`src/rtl/debounce_pulse.sv`:
```
// Push-button conditioner: 2-flop synchroniser, stability-counter debounce FSM,
// one registered single-cycle T pulse per confirmed press (or release).
module debounce_pulse #(
  parameter int STABLE_CYCLES    = 1000,
  parameter int CNT_W            = 16,
  parameter bit PULSE_ON_RELEASE = 1'b0
) (
  input  logic CLK,
  input  logic RST,
  input  logic BTN,
  output logic T,
  output logic LEVEL,
  output logic BUSY
);

  typedef enum logic [1:0] {
    IDLE_LOW  = 2'd0,
    WAIT_HIGH = 2'd1,
    HIGH      = 2'd2,
    WAIT_LOW  = 2'd3
  } state_t;

  localparam logic [CNT_W-1:0] LP_CNT_LAST = CNT_W'(STABLE_CYCLES - 1);

  logic             r_s1;
  logic             r_s2;
  state_t           r_state;
  state_t           w_state_nxt;
  logic [CNT_W-1:0] r_cnt;
  logic [CNT_W-1:0] w_cnt_nxt;
  logic             r_t;
  logic             w_t_nxt;
  logic             r_level;
  logic             w_level_nxt;
  logic             r_busy;
  logic             w_busy_nxt;

  always_comb begin
    w_state_nxt = r_state;
    w_cnt_nxt   = r_cnt;
    w_t_nxt     = 1'b0;
    w_level_nxt = r_level;
    case (r_state)
      IDLE_LOW: begin
        if (r_s2) begin
          w_state_nxt = WAIT_HIGH;
          w_cnt_nxt   = '0;
        end
      end
      WAIT_HIGH: begin
        if (!r_s2) begin
          w_state_nxt = IDLE_LOW;
        end else if (r_cnt == LP_CNT_LAST) begin
          w_state_nxt = HIGH;
          w_level_nxt = 1'b1;
          w_t_nxt     = (PULSE_ON_RELEASE == 1'b0);
        end else begin
          w_cnt_nxt = r_cnt + CNT_W'(1);
        end
      end
      HIGH: begin
        if (!r_s2) begin
          w_state_nxt = WAIT_LOW;
          w_cnt_nxt   = '0;
        end
      end
      WAIT_LOW: begin
        // A single high sample sends us back to HIGH; the partial count is dropped.
        if (r_s2) begin
          w_state_nxt = HIGH;
        end else if (r_cnt == LP_CNT_LAST) begin
          w_state_nxt = IDLE_LOW;
          w_level_nxt = 1'b0;
          w_t_nxt     = (PULSE_ON_RELEASE == 1'b1);
        end else begin
          w_cnt_nxt = r_cnt + CNT_W'(1);
        end
      end
      default: begin
        w_state_nxt = IDLE_LOW;
      end
    endcase
    w_busy_nxt = (w_state_nxt == WAIT_HIGH) || (w_state_nxt == WAIT_LOW);
  end

  always_ff @(posedge CLK) begin
    if (RST) begin
      r_s1    <= 1'b0;
      r_s2    <= 1'b0;
      r_state <= IDLE_LOW;
      r_cnt   <= '0;
      r_t     <= 1'b0;
      r_level <= 1'b0;
      r_busy  <= 1'b0;
    end else begin
      r_s1    <= BTN;
      r_s2    <= r_s1;
      r_state <= w_state_nxt;
      r_cnt   <= w_cnt_nxt;
      r_t     <= w_t_nxt;
      r_level <= w_level_nxt;
      r_busy  <= w_busy_nxt;
    end
  end

  assign T     = r_t;
  assign LEVEL = r_level;
  assign BUSY  = r_busy;

endmodule
```
`config.mk`:
```
export PLATFORM = sky130hd
export DESIGN_NAME = debounce_pulse
export DESIGN_NICKNAME = d
export VERILOG_FILES = /design/src/rtl/debounce_pulse.sv
export SDC_FILE = /design/constraint.sdc
export NUM_CORES = 1
export LEC_CHECK = 0
export CAP_MARGIN = 20
export CELL_PAD_IN_SITES_DETAIL_PLACEMENT = 0
export CELL_PAD_IN_SITES_GLOBAL_PLACEMENT = 2
export CORE_ASPECT_RATIO = 0.75
export CORE_MARGIN = 3
export CORE_UTILIZATION = 38
export CTS_CLUSTER_DIAMETER = 80
export CTS_CLUSTER_SIZE = 20
export DETAILED_ROUTE_END_ITERATION = 7
export PLACE_DENSITY = 0.89
export SYNTH_ARGS = -nofsm -noshare
export SYNTH_HDL_FRONTEND = slang
export SYNTH_SLANG_ARGS = --single-unit
```
`constraint.sdc`:
```
create_clock -name CLK -period 2.5 [get_ports CLK]
set_input_delay 0.5 -clock CLK [delete_from_list [all_inputs] [get_ports CLK]]
set_output_delay 0.5 -clock CLK [all_outputs]
set_load 0.02 [all_outputs]
```
==> results.md, run 1 <==
* Port Buffers at 5
* Final Non-Filler Cells at 155
* Main synth FF type: dfxtp_1
* Worst setup SP type: flop
* CTS sink cnt at 23
* Critical path data arrival time at 2.23 ns
* Multi-input gate area at 523 um^2
* Clock Skews at 0.000989 ns
* Clock Latency Late Sink at 0.30 ns
* Syn_nets at 116
* Total Die Area at 3360 um^2
* Max Root-Sink Buffers at 2
* Routed wire length at 2080 um
* Worst min path class: reg2reg
* PostCTS Resize Cnt at 0
* Seq/Total Area, Yosys at 44.9%
* Number of global-route vias before repair at 790
* DR iter-0 viols at 35
* Met3 Use GR at 5.27%
* MaxCap Viol Count at 0
* Post-synth top cells: dfxtp_1, nor2_1, nand2_1, xnor2_1
* Setup TNS at 0 ns
* Setup Buffers After CTS at 0
* Grt peak-use layer: met1
* Cells after Synth at 112
* Area Overhead vs Synth at 12.0%
* DR WL/cell at 13.4 um
* Final HPWL DP at 1550 um
* Post-synth EDFFs at 0
* Vias at 853
* Leak at 0.368 nW
* Power per cell area at 490 nW/um^2
* Post-Synth Simple-Gate Area at 28.2%
* Worst path max stage delay at 0.46 ns
* Final Wtd Congestion at 0.794
* Layout Nets at 126
* Met1 Use GR at 21.7%
* H-tree Lvls at 1
* GR Util All Layers at 14.8%
* Post-CTS Hold Fix Bufs at 0
* Area post-placement at 1120 um^2
* IO Count at 6
* Fin crit share at 78.9%
* Peak supply drop at 0.193 mV
* Row count at 15
* Syn. warnings at 0
* Yosys reg bits at 23
* Avg Inst Size Synth at 9.15 um^2
* Post-layout instance area at 1150 um^2
* Post-Syn Area at 1020 um^2
* Die W at 66.0 um
* Setup CP Type: reg2reg
* Largest cells by area after synthesis: dfxtp_1, xnor2_1, nor2_1, a31o_2, nor4b_1
* Worst-path clk slew at 0.12 ns
* Largest family of logic cells by synthesized area: simple AND/OR/NAND/NOR gates
* Crit path capture type: flop
* Top cell type's share of synthesized area at 44.9%
* Placeable Area at 2420 um^2
* Synth cell types at 32
* Largest net degree at the start of global routing at 13
* Hold Vio Cnt, Final at 0
* Ys async rst share at 0%
* Final Power at 0.000563 W
* Slew margin rel. at 58.4%
* Die Y-Extent at 51.0 um
* Met2 Usage GRT at 20.6%
* # setup viols final at 0
* Cell taking the most area after synthesis: dfxtp_1
* Max Fanout on Critical Path at 10
* End-of-flow core utilization at 47.4%
* Count leader, synth: dfxtp_1
* Final min period at 1.97 ns
* Post-synthesis compound-gate area fraction at 12.9%
* Final Max Tran Viols at 0
* Global-route wire length before repair at 3770 um
* Drt drc at 0
* Initial core utilization at 42.3%
* Fmax at 0.507 GHz
* Grt total ovfl at 0
* Vias/cell at 5.50
* FF+latch area at 460 um^2
* N_diodes at 0
* Root Buffer: clkbuf_4
* Share of cells above drive strength 1 at 10.7%
* Synth Area in Adders at 1.22%
* Multiplexer area fraction after synthesis at 0.977%
* TritonRoute pass-1 iters at 4
* Dpl cells at 151
* Fill count at 245
* XOR/XNOR Fraction of Synth Area at 7.69%
* Slowest CP cell: nor4b_1
* Num CTS Buffers at 3
* Cell Chain, Critical Path: ha_1 -> nor4bb_1 -> nand4_1 -> nor4b_1 -> a311o_1
* Status: finished clean
* Slew @ Worst Pin at 0.619 ns
* Number of routed nets with antenna violations at 0
* Worst endpoint required time at 2.76 ns
* TritonCTS clock tree: yes
* Antenna violations before repair at 0
* Unrepaired setup endpoints after global routing: false
-- worst max-delay path: cells and delay by family, from the launching register on --
family / cells / cell delay, ns
fa+ha+maj: 1 / 0.23
compound gates: 1 / 0.17
flops: 1 / 0.40
simple gates: 3 / 1.13
-- cells in the final DEF (no fill, tap or decap), types with 2 or more instances in the layout --
master and instances:
inv_1 6, nand4_1 4, nor2b_1 2, or4_1 4
nor4b_1 4, nand2_1 7, nor2_1 12, xor2_1 2
xnor2_1 7, o31ai_1 4, clkbuf_4 3, dfxtp_1 23
or3_1 2, nand3_1 4, a21oi_1 6, clkdlybuf4s50_1 5
nor4_1 4, a31o_2 4, buf_4 3
-- cell families (layout without fill, tap and decap cells) --
family / Yosys count / count (layout)
xor gates and xnor gates: 9 / 9
buffers and inverters: 9 / 18
and+or+nand+nor: 50 / 50
adders and majority gates: 1 / 1
muxes: 1 / 1
AOI/OAI and AO/OA: 19 / 19
DFF: 23 / 23
-- metal layers --
metal,vias to the layer above,share of wire [%]
met1,398,54
met4,0,0.63
li1,435,-
met2,18,41
met5,-,0
met3,2,4.1
-- per-stage QoR --
step	hold WS [ns]	setup slack [ns]
2_1_floorplan	0.414	0.820
3_3_place_gp	0.417	0.607
3_5_place_dp	0.429	0.590
4_1_cts	0.459	0.542
5_1_grt	0.476	0.293
6_report	0.455	0.528
-- cell type report --
class | count | area share [%]
inverters | 6 | 1.96
flip-flops and latches | 23 | 40.1
clock buffers | 4 | 2.29
repair buffers | 8 | 6.32
well taps | 34 | 3.71
multi-input cells | 80 | 45.6
-- power breakdown --
part | switching [W] | total [W] | internal (W)
logic | 0.0000144 | 0.0000241 | 0.00000964
clock network | 0.000106 | 0.000168 | 0.0000622
registers | 0.00000187 | 0.000371 | 0.000369
-- final timing paths --
check                        startpoint                 end  slack, ns  cells after the start
setup / recovery  r_cnt[0]$_SDFFE_PP0P_  LEVEL$_SDFFE_PP0P_       0.53                      5
setup reg to reg  r_cnt[0]$_SDFFE_PP0P_  LEVEL$_SDFFE_PP0P_       0.53                      5
hold reg to reg         r_s1$_SDFF_PP0_     r_s2$_SDFF_PP0_       0.46                      1
hold / removal          r_s1$_SDFF_PP0_     r_s2$_SDFF_PP0_       0.46                      1
-- state kept, by name, indices dropped and copies added (netlist names) --
name and count:
T 1, r_s2 1, LEVEL 1, BUSY 1
r_s1 1, r_state 2, r_cnt 16
Note: power is estimated with default switching activity, not from simulation.
==> run 2, diff against run 1 <==
- CORE_UTILIZATION: 38 -> 35
- PLACE_DENSITY: 0.89 -> 0.84
- clock period: 2.5 -> 1.85 ns (I/O delays scaled with it)
==> run 2 against run 1 <==
  * Design area is 6.4% higher
  * Final cell count up 5.2%
  * Via count fell by 0.82%
  * Sequential share of layout area decreased by 2.3 points
  * Wire length is 2.3% lower
  * Worst setup slack lost 0.47 ns
  * Clock skew rose by 0.0061 ns
  * Maximum frequency increased by 10%
  * Critical path type unchanged
  * Register-to-register slack lost 0.47 ns
  * Sequential cell count did not move
  * Non-clock buffer count rose by 6
  * Utilization down 2.2 points
==> results.md, run 2 (synthesis gave the netlist of run 1 again) <==
* Worst-path clk slew at 0.08 ns
* IO Count at 6
* Port Buffers at 5
* Post-layout instance area at 1220 um^2
* Layout Nets at 132
* Vias/cell at 5.19
* Critical Path End: r_cnt[14]$_SDFFE_PP0P_
* Num CTS Buffers at 3
* Worst setup SP type: flop
* Grt total ovfl at 0
* Peak supply drop at 0.411 mV
* Reg2Reg Launch Point: r_cnt[1]$_SDFFE_PP0P_
* N_diodes at 0
* Clock Latency Late Sink at 0.26 ns
* TritonRoute pass-1 iters at 4
* Die W at 68.5 um
* Leak at 0.405 nW
* Hold Vio Cnt, Final at 0
* Drt drc at 0
* Cell Chain, Critical Path: ha_1 -> nand2_1 -> or3_4 -> or4_1 -> a21oi_1
* Worst min path class: reg2reg
* DR iter-0 viols at 52
* Fin crit share at 96.6%
* Area Overhead vs Synth at 19.2%
* Crit. Startpoint: r_cnt[1]$_SDFFE_PP0P_
* # setup viols final at 0
* Initial core utilization at 37.9%
* Multi-input gate area at 529 um^2
* Power per cell area at 686 nW/um^2
* Setup Buffers After CTS at 0
* Final Max Tran Viols at 0
* Root Buffer: clkbuf_8
* Number of routed nets with antenna violations at 0
* Routed wire length at 2030 um
* Max Fanout on Critical Path at 5
* Largest register by flop count: r_cnt
* Final Non-Filler Cells at 163
* Setup CP Type: reg2reg
* Final Power at 0.000837 W
* Post-CTS Hold Fix Bufs at 0
* Worst path max stage delay at 0.48 ns
* Vias at 846
* Number of global-route vias before repair at 805
* Max reg flops at 16
* FF+latch area at 462 um^2
* Flop2flop setup slack at 0.06 ns
* PostCTS Resize Cnt at 0
* Commonest non-fill, non-tap cell in the layout: dfxtp_1
* Slowest CP cell: or4_1
* Global-route wire length before repair at 3490 um
* Final min period at 1.79 ns
* TritonCTS clock tree: yes
* Final Wtd Congestion at 0.765
* Worst endpoint required time at 2.05 ns
* Placeable Area at 2700 um^2
* Highest-count cells in the layout ignoring fill and taps: dfxtp_1, nor2_1, buf_4
* Slew @ Worst Pin at 0.346 ns
* Final HPWL DP at 1470 um
* Hold slack at 0.448 ns
* Critical path data arrival time at 1.99 ns
* Total Die Area at 3620 um^2
* Row count at 16
* Largest net degree at the start of global routing at 13
* Fill count at 271
* DR WL/cell at 12.5 um
* Max Root-Sink Buffers at 2
* Fmax at 0.560 GHz
* Worst reg2reg path depth at 5
* Antenna violations before repair at 0
* Share of cells above drive strength 1 at 16.5%
* Status: finished clean
* MaxCap Viol Count at 0
* Clock Skews at 0.00713 ns
* GR Util All Layers at 12.8%
* Crit path capture type: flop
* Die Y-Extent at 52.9 um
* Area post-placement at 1170 um^2
* H-tree Lvls at 1
* Dpl cells at 159
* CTS sink cnt at 23
* R2r endpoint: r_cnt[14]$_SDFFE_PP0P_
* Slew margin rel. at 76.8%
* Top flop regs: r_cnt (16), r_state (2)
==> run 2: cell count changes in the layout (fill, tap and decap cells not counted) <==
cell,delta
buf_4,+6
clkbuf_4,-3
clkbuf_8,+3
dfxtp_1,-1
dfxtp_2,+1
nor4b_1,-1
nor4b_2,+1
==> run 2: report_power, final <==
group          internal [W]  leakage [nW]  switching [W]
combinational     0.0000159         0.196      0.0000205
sequential         0.000498         0.186     0.00000166
clock              0.000153        0.0228       0.000148
total              0.000667         0.405       0.000170
==> run 2: worst max-delay path: cells and delay by family (launching register included) <==
family                     cells  cell delay (ns)
DFF                            1             0.36
and+or+nand+nor                3             0.99
adders and majority gates      1             0.24
AOI/OAI and AO/OA              1             0.14
==> run 2: metrics by stage <==
stage | setup TNS [ns] | util (%) | setup slack (ns)
after floorplan | 0 | - | 0.170
after global placement | 0 | 43.2 | 0.130
after detailed placement | 0 | 43.2 | 0.0855
after CTS | 0 | 44.9 | 0.0382
after global routing | -0.00589 | 45.2 | -0.00589
final | 0 | 45.2 | 0.0627
==> run 2: per-layer routing <==
layer	GRT usage, %	share of wire (%)
met3	3.82	3.9
met2	20.0	43
met1	16.8	53
met5	0	0
met4	3.96	0.34
==> run 2: worst min path at each step <==
stage,endpoint,depth (start not counted),startpoint
floorplan,r_s2$_SDFF_PP0_,1,r_s1$_SDFF_PP0_
global placement,r_s2$_SDFF_PP0_,1,r_s1$_SDFF_PP0_
detailed placement,r_s2$_SDFF_PP0_,1,r_s1$_SDFF_PP0_
CTS,r_s2$_SDFF_PP0_,1,r_s1$_SDFF_PP0_
global route,r_s2$_SDFF_PP0_,1,r_s1$_SDFF_PP0_
finish,r_s2$_SDFF_PP0_,1,r_s1$_SDFF_PP0_
==> run 2: cell type report <==
| cell class | count | share of cell area [%] |
|---|---|---|
| Multi-Input combinational cell | 80 | 43.3 |
| Sequential cell | 23 | 37.8 |
| Timing Repair Buffer | 14 | 9.63 |
| Clock buffer | 4 | 3.69 |
| Tap cell | 36 | 3.69 |
| Inverter | 6 | 1.84 |
==> run 3, diff against run 2 <==
- CELL_PAD_IN_SITES_GLOBAL_PLACEMENT: 2 -> 1
- CORE_UTILIZATION: 35 -> 43
==> run 3 against run 2 <==
  * Register-to-register slack better by 0.02 ns
  * Count of clock-buffer cells in the layout stayed put
  * Power is 8.7% lower
  * Sequential share of layout area is 0.34 points higher
  * Highest routed layer unchanged
  * Largest cell class unchanged
==> results.md, run 3 (synthesis gave the netlist of run 1 again) <==
* Status: finished clean
* Clock Latency Late Sink at 0.31 ns
* H-tree Lvls at 1
* Leak at 0.392 nW
* Share of cells above drive strength 1 at 19.0%
* Fmax at 0.567 GHz
* CTS sink cnt at 23
* Num CTS Buffers at 3
* Slew @ Worst Pin at 0.383 ns
* Port Buffers at 5
* Worst endpoint required time at 2.10 ns
* IO Count at 6
* DR iter-0 viols at 92
* Commonest non-fill, non-tap cell in the layout: dfxtp_1
* GR Util All Layers at 14.8%
* Crit path capture type: flop
* Fin crit share at 95.3%
* Final Non-Filler Cells at 158
* Dpl cells at 154
* Placeable Area at 2140 um^2
* Max reg flops at 16
* Dpl ws at -0.0623 ns
* Setup CP Type: reg2reg
* Slew margin rel. at 74.1%
* Routed wire length at 2030 um
* Power per cell area at 630 nW/um^2
* TritonCTS clock tree: yes
* Antenna violations before repair at 0
* Global-route wire length before repair at 3440 um
* Worst-path clk slew at 0.12 ns
* Total Die Area at 3010 um^2
* Highest-count cells in the layout ignoring fill and taps: dfxtp_1, nor2_1, buf_4
* Final HPWL DP at 1450 um
* Root Buffer: clkbuf_4
* Number of routed nets with antenna violations at 0
* Final Wtd Congestion at 0.808
* Critical path data arrival time at 2.02 ns
* HP Start: r_s1$_SDFF_PP0_
* Fill count at 212
* Initial core utilization at 48.0%
* TritonRoute pass-1 iters at 4
* Crit. Startpoint: r_cnt[1]$_SDFFE_PP0P_
* Die Y-Extent at 48.3 um
* Layout Nets at 131
* Die W at 62.4 um
* Area Overhead vs Synth at 18.4%
* Worst setup SP type: flop
* Vias/cell at 5.45
* Setup WS post-layout at 0.0862 ns
* Row count at 14
* MaxCap Viol Count at 0
* Final Max Tran Viols at 0
* Final min period at 1.76 ns
* Number of global-route vias before repair at 770
* Top flop regs: r_cnt (16), r_state (2)
* Peak supply drop at 0.373 mV
* Max Fanout on Critical Path at 5
* Reg2Reg Launch Point: r_cnt[1]$_SDFFE_PP0P_
* Grt total ovfl at 0
* DR WL/cell at 12.8 um
* Largest register by flop count: r_cnt
* Vias at 861
* Setup Buffers After CTS at 0
* # setup viols final at 0
* N_diodes at 0
* Worst min path class: reg2reg
* Clock Skews at 0.00581 ns
* Largest net degree at the start of global routing at 13
* Drt drc at 0
* Hold Vio Cnt, Final at 0
* Hold slack at 0.447 ns
* Max Root-Sink Buffers at 2
-- run 3: final cells by class --
cell class                      count  area (um^2)  share of cell area [%]
Clock buffer                        4         26.3                    2.16
Inverter                            6         22.5                    1.86
Multi-Input combinational cell     80          552                    45.5
Sequential cell                    23          463                    38.1
Tap cell                           32         40.0                    3.30
Timing Repair Buffer               13          110                    9.07
-- run 3: stage by stage --
stage	util [%]	total power, W	instance area (um^2)	setup TNS (ns)
after floorplan	-	0.000531	1020	0
after global placement	54.1	0.000545	1160	0
after detailed placement	54.1	0.000545	1160	-0.0623
after CTS	55.6	0.000776	1190	0
after global routing	56.8	0.000800	1210	-0.0180
final	56.8	0.000765	1210	0
-- run 3: per-layer routing --
metal	share of wire (%)	GRT usage, %	vias up
met4	1.1	3.95	0
met5	0	0	-
li1	-	-	443
met3	3.8	4.84	4
met2	44	25.4	15
met1	51	18.8	399
-- run 3: worst paths after layout --
path                            slack, ns                     end  cells after the start
worst max-delay path                 0.09  r_cnt[14]$_SDFFE_PP0P_                      5
worst min-delay path                 0.45         r_s2$_SDFF_PP0_                      1
worst max register to register       0.09  r_cnt[14]$_SDFFE_PP0P_                      5
worst min register to register       0.45         r_s2$_SDFF_PP0_                      1
-- run 3: repair_timing --
item,CTS,global route
resized for setup,1,6
setup endpoints to repair,2,5
endpoints found under the hold margin,0,0
hold buffers,0,0
-- run 3: worst max-delay path, stage by stage, from the launching register on --
cell	delay [ns]
dfxtp_1	0.38
ha_2	0.23
nand2_1	0.11
or3_4	0.38
or4_1	0.47
a21oi_1	0.14
-- run 3: power by group --
part / total (W) / switching [W] / internal (W)
Combinational: 0.0000339 / 0.0000193 / 0.0000146
Sequential: 0.000501 / 0.00000270 / 0.000499
Clock: 0.000229 / 0.000145 / 0.0000842
Total: 0.000765 / 0.000167 / 0.000597
